`src/rtl/seq_det_pkg.sv`:
```
// Shared types for the sequence-detector scheduler: FSM state encoding and the reset pattern.
package seq_det_pkg;
    typedef enum logic [1:0] {IDLE, SHIFT, DRAIN, REPORT} state_t;
    localparam logic [3:0] DEFAULT_PATTERN = 4'b1101;
endpackage

```
`src/rtl/pat_det_moore.sv`:
```
// Serial pattern detector with a registered (Moore) match output, one cycle after the closing bit.
module pat_det_moore #(
    parameter int PAT_W = 4
) (
    input  logic             clk,
    input  logic             reset_n,
    input  logic             clr,
    input  logic             en,
    input  logic             din,
    input  logic [PAT_W-1:0] pattern,
    output logic             match
);
    localparam int FILL_W = $clog2(PAT_W + 1);

    logic [PAT_W-1:0]  hist_q, hist_d;
    logic [FILL_W-1:0] fill_q, fill_d;
    logic              match_q, match_d;

    always_comb begin
        hist_d  = hist_q;
        fill_d  = fill_q;
        match_d = 1'b0;
        if (clr) begin
            hist_d = '0;
            fill_d = '0;
        end else if (en) begin
            hist_d = (hist_q << 1) | PAT_W'(din);
            if (fill_q != FILL_W'(PAT_W)) fill_d = fill_q + 1'b1;
            // The fill guard keeps a partly filled history from matching an all-zero pattern.
            match_d = (fill_d == FILL_W'(PAT_W)) && (hist_d == pattern);
        end
    end

    always_ff @(posedge clk) begin
        if (!reset_n) begin
            hist_q  <= '0;
            fill_q  <= '0;
            match_q <= 1'b0;
        end else begin
            hist_q  <= hist_d;
            fill_q  <= fill_d;
            match_q <= match_d;
        end
    end

    assign match = match_q;
endmodule

```
`src/rtl/seq_det_scheduler.sv`:
```
// Round-robin scheduler that serialises one granted frame at a time through a shared pattern detector
// and reports the saturating overlapping-match count with the requester id.
module seq_det_scheduler
    import seq_det_pkg::*;
#(
    parameter int NREQ    = 4,
    parameter int FRAME_W = 8,
    parameter int PAT_W   = 4,
    parameter int CNT_W   = 3,
    localparam int ID_W   = $clog2(NREQ)
) (
    input  logic                    clk,
    input  logic                    reset_n,
    input  logic [NREQ-1:0]         req,
    input  logic [NREQ*FRAME_W-1:0] frame,
    output logic [NREQ-1:0]         gnt,
    input  logic                    cfg_we,
    input  logic [PAT_W-1:0]        cfg_pattern,
    output logic                    busy,
    output logic                    done,
    output logic [ID_W-1:0]         done_id,
    output logic [CNT_W-1:0]        match_cnt
);
    localparam int BC_W = $clog2(FRAME_W + 1);

    state_t             state_q, state_d;
    logic [NREQ-1:0]    gnt_q, gnt_d;
    logic               busy_q, busy_d;
    logic               done_q, done_d;
    logic [ID_W-1:0]    done_id_q, done_id_d;
    logic [CNT_W-1:0]   match_cnt_q, match_cnt_d;
    logic [ID_W-1:0]    rr_q, rr_d;
    logic [ID_W-1:0]    id_q, id_d;
    logic [FRAME_W-1:0] shreg_q, shreg_d;
    logic [BC_W-1:0]    bit_cnt_q, bit_cnt_d;
    logic [CNT_W-1:0]   cnt_q, cnt_d;
    logic [PAT_W-1:0]   pattern_q, pattern_d;

    logic [FRAME_W-1:0] frame_arr [NREQ];
    logic [ID_W-1:0]    win, idx;
    logic               found;
    logic               det_clr, det_en, det_match;
    logic [CNT_W-1:0]   cnt_inc;

    // First requesting id at or above the rr pointer, wrapping around.
    always_comb begin
        found = 1'b0;
        win   = '0;
        idx   = '0;
        for (int i = 0; i < NREQ; i++) begin
            frame_arr[i] = frame[i*FRAME_W +: FRAME_W];
            idx = ID_W'((int'(rr_q) + i) % NREQ);
            if (!found && req[idx]) begin
                found = 1'b1;
                win   = idx;
            end
        end
    end

    assign cnt_inc = (det_match && (cnt_q != '1)) ? cnt_q + 1'b1 : cnt_q;

    always_comb begin
        state_d     = state_q;
        gnt_d       = '0;
        busy_d      = busy_q;
        done_d      = 1'b0;
        done_id_d   = done_id_q;
        match_cnt_d = match_cnt_q;
        rr_d        = rr_q;
        id_d        = id_q;
        shreg_d     = shreg_q;
        bit_cnt_d   = bit_cnt_q;
        cnt_d       = cnt_q;
        pattern_d   = pattern_q;
        det_clr     = 1'b0;
        det_en      = 1'b0;
        case (state_q)
            IDLE: begin
                if (found) begin
                    gnt_d     = NREQ'(1) << win;
                    id_d      = win;
                    shreg_d   = frame_arr[win];
                    bit_cnt_d = '0;
                    cnt_d     = '0;
                    det_clr   = 1'b1;
                    rr_d      = (win == ID_W'(NREQ - 1)) ? '0 : win + 1'b1;
                    busy_d    = 1'b1;
                    state_d   = SHIFT;
                end else if (cfg_we) begin
                    pattern_d = cfg_pattern;
                end
            end
            SHIFT: begin
                det_en    = 1'b1;
                shreg_d   = shreg_q << 1;
                bit_cnt_d = bit_cnt_q + 1'b1;
                // The first SHIFT cycle still sees the cleared detector output.
                if (bit_cnt_q != '0) cnt_d = cnt_inc;
                if (bit_cnt_q == BC_W'(FRAME_W - 1)) state_d = DRAIN;
            end
            DRAIN: begin
                cnt_d       = cnt_inc;
                done_d      = 1'b1;
                done_id_d   = id_q;
                match_cnt_d = cnt_inc;
                state_d     = REPORT;
            end
            REPORT: begin
                busy_d  = 1'b0;
                state_d = IDLE;
            end
            default: state_d = IDLE;
        endcase
    end

    always_ff @(posedge clk) begin
        if (!reset_n) begin
            state_q     <= IDLE;
            gnt_q       <= '0;
            busy_q      <= 1'b0;
            done_q      <= 1'b0;
            done_id_q   <= '0;
            match_cnt_q <= '0;
            rr_q        <= '0;
            id_q        <= '0;
            shreg_q     <= '0;
            bit_cnt_q   <= '0;
            cnt_q       <= '0;
            pattern_q   <= PAT_W'(DEFAULT_PATTERN);
        end else begin
            state_q     <= state_d;
            gnt_q       <= gnt_d;
            busy_q      <= busy_d;
            done_q      <= done_d;
            done_id_q   <= done_id_d;
            match_cnt_q <= match_cnt_d;
            rr_q        <= rr_d;
            id_q        <= id_d;
            shreg_q     <= shreg_d;
            bit_cnt_q   <= bit_cnt_d;
            cnt_q       <= cnt_d;
            pattern_q   <= pattern_d;
        end
    end

    pat_det_moore #(.PAT_W(PAT_W)) u_det (
        .clk     (clk),
        .reset_n (reset_n),
        .clr     (det_clr),
        .en      (det_en),
        .din     (shreg_q[FRAME_W-1]),
        .pattern (pattern_q),
        .match   (det_match)
    );

    assign gnt       = gnt_q;
    assign busy      = busy_q;
    assign done      = done_q;
    assign done_id   = done_id_q;
    assign match_cnt = match_cnt_q;
endmodule

```
`config.mk`:
```
export PLATFORM = sky130hd
export DESIGN_NAME = seq_det_scheduler
export DESIGN_NICKNAME = d
export VERILOG_FILES = /design/src/rtl/seq_det_pkg.sv /design/src/rtl/pat_det_moore.sv /design/src/rtl/seq_det_scheduler.sv
export SDC_FILE = /design/constraint.sdc
export NUM_CORES = 1
export LEC_CHECK = 0
export ABC_CLOCK_PERIOD_IN_PS = 2600
export CORE_AREA = 3 3 69 71
export CTS_CLUSTER_DIAMETER = 50
export DETAILED_ROUTE_END_ITERATION = 7
export DIE_AREA = 0 0 72 74
export DONT_BUFFER_PORTS = 1
export GPL_TIMING_DRIVEN = 0
export HOLD_SLACK_MARGIN = 0.08
export PLACE_DENSITY_LB_ADDON = 0.1
export SLEW_MARGIN = 25
export SYNTH_ARGS = -nofsm -noshare
export SYNTH_HDL_FRONTEND = slang
export SYNTH_SLANG_ARGS = --single-unit
```
`constraint.sdc`:
```
create_clock -name clk -period 2.6 [get_ports clk]
set_clock_uncertainty 0.1 [all_clocks]
set_input_delay 0.13 -clock clk [delete_from_list [all_inputs] [get_ports clk]]
set_output_delay 0.13 -clock clk [all_outputs]
set_load 0.02 [all_outputs]
```
* Word-level counts from Yosys, hierarchy flattened
Index checks and enable logic that the tools add are counted.
** Cells by class
- Multiply operators :: 0
- Order comparisons :: 5
- Equal/unequal tests :: 12
- Div/mod/pow operators :: 0
- Reductions and logical operators :: 22
- Mux-type cells :: 40
- Shift operators :: 1
- Bitwise logic cells :: 5
- Add/sub/neg operators :: 7
** Operators by type and width (number)
- 8-bit 2-to-1 mux :: 3
- 3-bit 2-to-1 mux :: 6
- 8-bit binary-select mux with 2-bit select :: 1
- 8-bit case mux with 2 select lines :: 1
- 2-bit 2-to-1 mux :: 7
- 1-bit 2-to-1 mux :: 13
- 2-bit by 3-bit < comparator with 1-bit output (second input constant) :: 4
- 3-bit case mux with 3 select lines :: 1
- 3-bit AND reduction :: 3
- 1-bit binary-select mux with 2-bit select :: 4
- 2-bit case mux with 4 select lines :: 1
- 4-bit case mux with 2 select lines :: 1
- 2-bit AND reduction :: 4
- 3-bit by 1-bit adder with 3-bit output (second input constant) :: 2
- 2-bit == test (second input constant) :: 3
- 2-bit != test (second input constant) :: 3
- 3-bit != test (second input constant) :: 2
- 1-bit logical AND :: 5
- 2-bit by 1-bit adder with 2-bit output (second input constant) :: 2
- 2-bit adder (second input constant) :: 2
- 4-bit by 1-bit adder with 4-bit output (second input constant) :: 1
- 4-bit by 3-bit == test with 1-bit output (second input constant) :: 1
- 4-bit == test :: 1
- 4-bit 2-to-1 mux :: 1
- other kinds (15) :: 20
** Storage, ports and cells
- Input bits :: 43
- ROM bits :: 0
- Latch bits :: 0
- Memories kept :: 0
- RAM bits :: 0
- Register bits after elaboration :: 43

* Logic depth before layout (Yosys ltp)
- Depth in word-level cells :: 18
- Mapped depth :: 8
- Mapped depth without buffers :: 7

* By module
A second synthesis with hierarchy kept.
** Second synthesis, totals
- Cells, all modules :: 289
- Area total of the unflattened synthesis :: 2504.9 um^2
** Modules (own cells, without submodules)
- seq_det_scheduler :: area an instance 2125.8 um^2, cells an instance 251, seq. area each 720.7 um^2, instances 1
- pat_det_moore :: area an instance 379.1 um^2, cells an instance 38, seq. area each 140.1 um^2, instances 1

* Worst setup path after synthesis
No wires, ideal clock.
- Path type :: flip-flop to flip-flop
- Start point :: register rr_q[0]
- End point :: register shreg_q[1]
- Cell stages (with the launch flop) :: 9
- Required time :: 2.364 ns
- Arrival time :: 1.680 ns
- Clock period less this slack :: 1.916 ns
- Path slack :: 0.684 ns
- Cells stage by stage :: dfxtp_1 > nor2b_1 > or4_4 > buf_6 > and2_4 > buf_6 > buf_6 > a211oi_1 > o32ai_1
** Between the ends
- Cells in the longest elaborated chain, start to end :: 18
- Elaborated cells between the ends (all ways) :: 33
- Those cells by class :: 3 x add/sub; 1 x eq/ne; 21 x mux; 1 x bitwise; 7 x reduce/logical
** Ends and longest elaborated chain
- start: declaration :: line seq_det_scheduler.sv:32 : logic [ID_W-1:0] rr_q, rr_d;
- start signal: assignment :: line seq_det_scheduler.sv:137 : rr_q <= rr_d;
- parallel branches: the longest is 18 deep, another holds 2-bit by 1-bit adder with 2-bit output
- end signal: assignment :: line seq_det_scheduler.sv:139 : shreg_q <= shreg_d;
- end: declaration :: line seq_det_scheduler.sv:34 : logic [FRAME_W-1:0] shreg_q, shreg_d;
Parallel ways; which one is timed is not known. The select of a mux whose other input is x is not followed.
A chain may end at the register's enable or synchronous reset.

* Final worst setup path
- Start point :: register state_q[1]
- End point :: register cnt_q[0]
** Between the ends
- Cells in the longest elaborated chain, start to end :: 3
- Elaborated cells between the ends (all ways) :: 8
- Those cells by class :: 4 x eq/ne; 1 x mux; 3 x reduce/logical
** Ends and longest elaborated chain
- start: declaration :: line seq_det_scheduler.sv:26 : state_t state_q, state_d;
- start signal: assignment :: line seq_det_scheduler.sv:131 : state_q <= state_d;
- 2-bit by 1-bit == test with 1-bit output (tied with other cells) :: line seq_det_scheduler.sv:77 : case (state_q)
- 2-bit != test (no line) or 3-bit nonzero test (tied branches)
- 3-bit AND reduction (no line)
- end signal: assignment :: line seq_det_scheduler.sv:141 : cnt_q <= cnt_d;
- end: declaration :: line seq_det_scheduler.sv:36 : logic [CNT_W-1:0] cnt_q, cnt_d;
Several ways; a longest one is shown, not always the timed one.

==> results.yml <==
routing:
  dr.pass1.iters: 4
  drtIter0Drc: 72
  wirelength_mm: 5.06
  antenna_left: 0
  via_per_inst: 5.74
  vias: 1985
  wl_per_cell_um: 14.6
  drc: 0
grt:
  grt_pass1_wl_mm: 8.46
  overflow: 0
  groute.usage.overall_pct: 20.2
  grt_max_degree: 13
  grt_pass1_vias: 1893
  antenna_found_initial: 0
die:
  fp.dieArea_um2: 5330
  die_width_um: 72
  start_util_pct: 53.8
  pin_count: 54
  coreArea_um2: 4290
  rows: 24
  die_y_um: 74
logic_synthesis:
  synth_seq_cells: 43
  syn_area_per_cell_um2: 8.69
  ys_seq_area_share_pct: 37.2
  synth_warnings: 0
  ys.flop_type: "dfxtp_1"
  syn-num-nets: 320
  synth-edff-count: 0
  yosys.cell_types.count: 45
  synthArstFlopShare_pct: 0
  netlist_instances: 266
  netlist_area_um2: 2310
layout:
  area_growth_pct: 15.7
  final_common_cell: "dfxtp_1"
  fin_area_um2: 2680
  final-instance-count-excl-fill: 346
  drive_gt1_share_pct: 6.80
  final_cell_mix: "41 x dfxtp_1, 24 x nand2_1, 23 x nor2_1, 21 x a21oi_1, 20 x dlygate4sd3_1"
  nNetsFinal: 347
  diodes: 0
  filler_cell_count: 386
worst_setup_path:
  cp-startpoint: "state_q[1]$_SDFFE_PN0P_"
  endpoint_kind: "register"
  cp.arrival_ps: 2370
  cp_slowest_stage_delay_ps: 670
  worstSetupPathType: "reg2reg"
  cpMaxStageDelayCell: "a211oi_1"
  ff2ff_path_depth: 7
  cp.required_ps: 2710
  critPathBufInv: 1
  cp-start-kind: "register"
  cp_max_fo: 6
  rrSetupSlack_ps: 340
  r2r_start: "state_q[1]$_SDFFE_PN0P_"
  crit_chain: "inv_1 -> ha_1 -> nor4bb_1 -> a211oi_1 -> nand2_1 -> mux2_2 -> o22ai_1"
  worst-path-stages: 7
  critPathTopFamily: "compound AO/OA/AOI/OAI gates"
place:
  routabilityCongestion: 0.775
  io_buffers: 0
  placedCellCount: 318
  dp_hpwl_mm: 3.58
  dpl_cell_area_um2: 2380
sta:
  max-slew-margin-rel_pct: 47.4
  whs_ps: 87.5
  finalSetupViolCount: 0
  rsz0062_at_grt: "no"
  finalSetupTns_ps: 0
  worstMarginPinSlew_ps: 785
  min_period_ps: 2260
  fmax_ghz: 0.443
  min_period_over_period_pct: 86.9
  finalHoldViolCount: 0
  report.final.slew_viol_count: 0
worst_hold_path:
  hold_path_class: "in2reg"
  hold_path_depth: 2
  hp-start: "frame[7]"
pwr:
  p_leak_uw: 0.00103
  powerDensity_nw_per_um2: 920
  vdd_drop_max_mv: 0.504
clock_tree:
  clockBufferDepth: 2
  cts_made_buffers: 5
  tritoncts: "built"
  root_buffer: "clkbuf_8"
  clock_latency_ps: 290
  cts_sinks: 43
  cts.htree.levels: 2
  path_clk_slew_ps: 80
run_status:
  status: "complete, no violations"
flow_run:
  drv_cap: 0
Yosys cell counts, drive strengths merged (7+ instances only):
cell / number / area (um^2)
nand2: 24 / 90.1
nor2: 23 / 86.3
o32ai: 7 / 61.3
a21boi: 15 / 113
clkbuf: 10 / 37.5
o21ai: 7 / 35.0
dfxtp: 43 / 861
a21oi: 21 / 105
inv: 9 / 33.8
a211oi: 17 / 128
mux2i: 14 / 140
ha: 11 / 138
and3: 7 / 43.8
metal layers:
layer	global-route usage [%]	part of all wire, %	vias to the layer above
met5	0	0	-
met4	5.01	0.95	0
met3	5.00	3.6	5
met2	33.6	47	44
met1	26.4	49	924
li1	-	-	1012
where the power goes:
part	leakage (uW)	switching (uW)	internal [uW]
clock	0.0000422	211	189
combinational	0.000639	650	473
sequential	0.000351	139	800
total	0.00103	999	1460
layout make-up:
| type | instances | area, um^2 | share of cell area [%] |
|---|---|---|---|
| Buffer | 16 | 86.3 | 3.23 |
| Tap cell | 52 | 65.1 | 2.43 |
| Clock buffer | 7 | 76.3 | 2.85 |
| Sequential cell | 43 | 863 | 32.3 |
| Clock inverter | 1 | 5.00 | 0.187 |
| Timing Repair Buffer | 20 | 200 | 7.48 |
| Multi-Input combinational cell | 198 | 1350 | 50.3 |
| Inverter | 9 | 33.8 | 1.26 |
metrics by stage:
step	total power, uW	worst slack (ps)	utilization [%]
after detailed placement	2010	410	55.4
after global placement	2000	504	55.4
after CTS	2450	51.6	61.7
after floorplan	1780	684	-
final	2460	341	62.3
after global routing	2670	102	62.3
final timing paths:
kind / to
worst min-delay path: shreg_q[7]$_SDFFE_PN0P_
worst max-delay path: cnt_q[0]$_SDFFE_PN0P_
worst max register to register: cnt_q[0]$_SDFFE_PN0P_
worst min register to register: id_q[0]$_SDFFE_PN0P_
registers in the layout, summed over array words and instances, names as in the netlist, 3 cells and up:
register / count
bit_cnt_q: 4
cnt_q: 3
gnt: 4
match_cnt: 3
pattern_q: 4
shreg_q: 8
u_det.fill_q: 3
u_det.hist_q: 3
cell families (layout without fill, tap and decap cells):
family,Yosys count,after routing,share of synthesized area [%]
xor gates and xnor gates,9,9,3.41
and+or+nand+nor,86,86,19.1
buffers and inverters,25,53,5.14
AOI/OAI and AO/OA,76,76,22.1
muxes,16,16,7.03
adders and majority gates,11,11,5.95
DFF,43,43,37.2
what timing repair did:
action / CTS / global route
hold buffers: 19 / 2
setup endpoints to repair: 0 / 1
setup buffers: 0 / 0
resized for setup: 0 / 6
endpoints found under the hold margin: 26 / 1
worst reg2reg max path: stages (launching register included):
cell and delay [ps]:
dfxtp_1 380, inv_1 90, ha_1 260, nor4bb_1 150
a211oi_1 670, nand2_1 110, mux2_2 290, o22ai_1 140
Power figures use the tool's default switching activity.
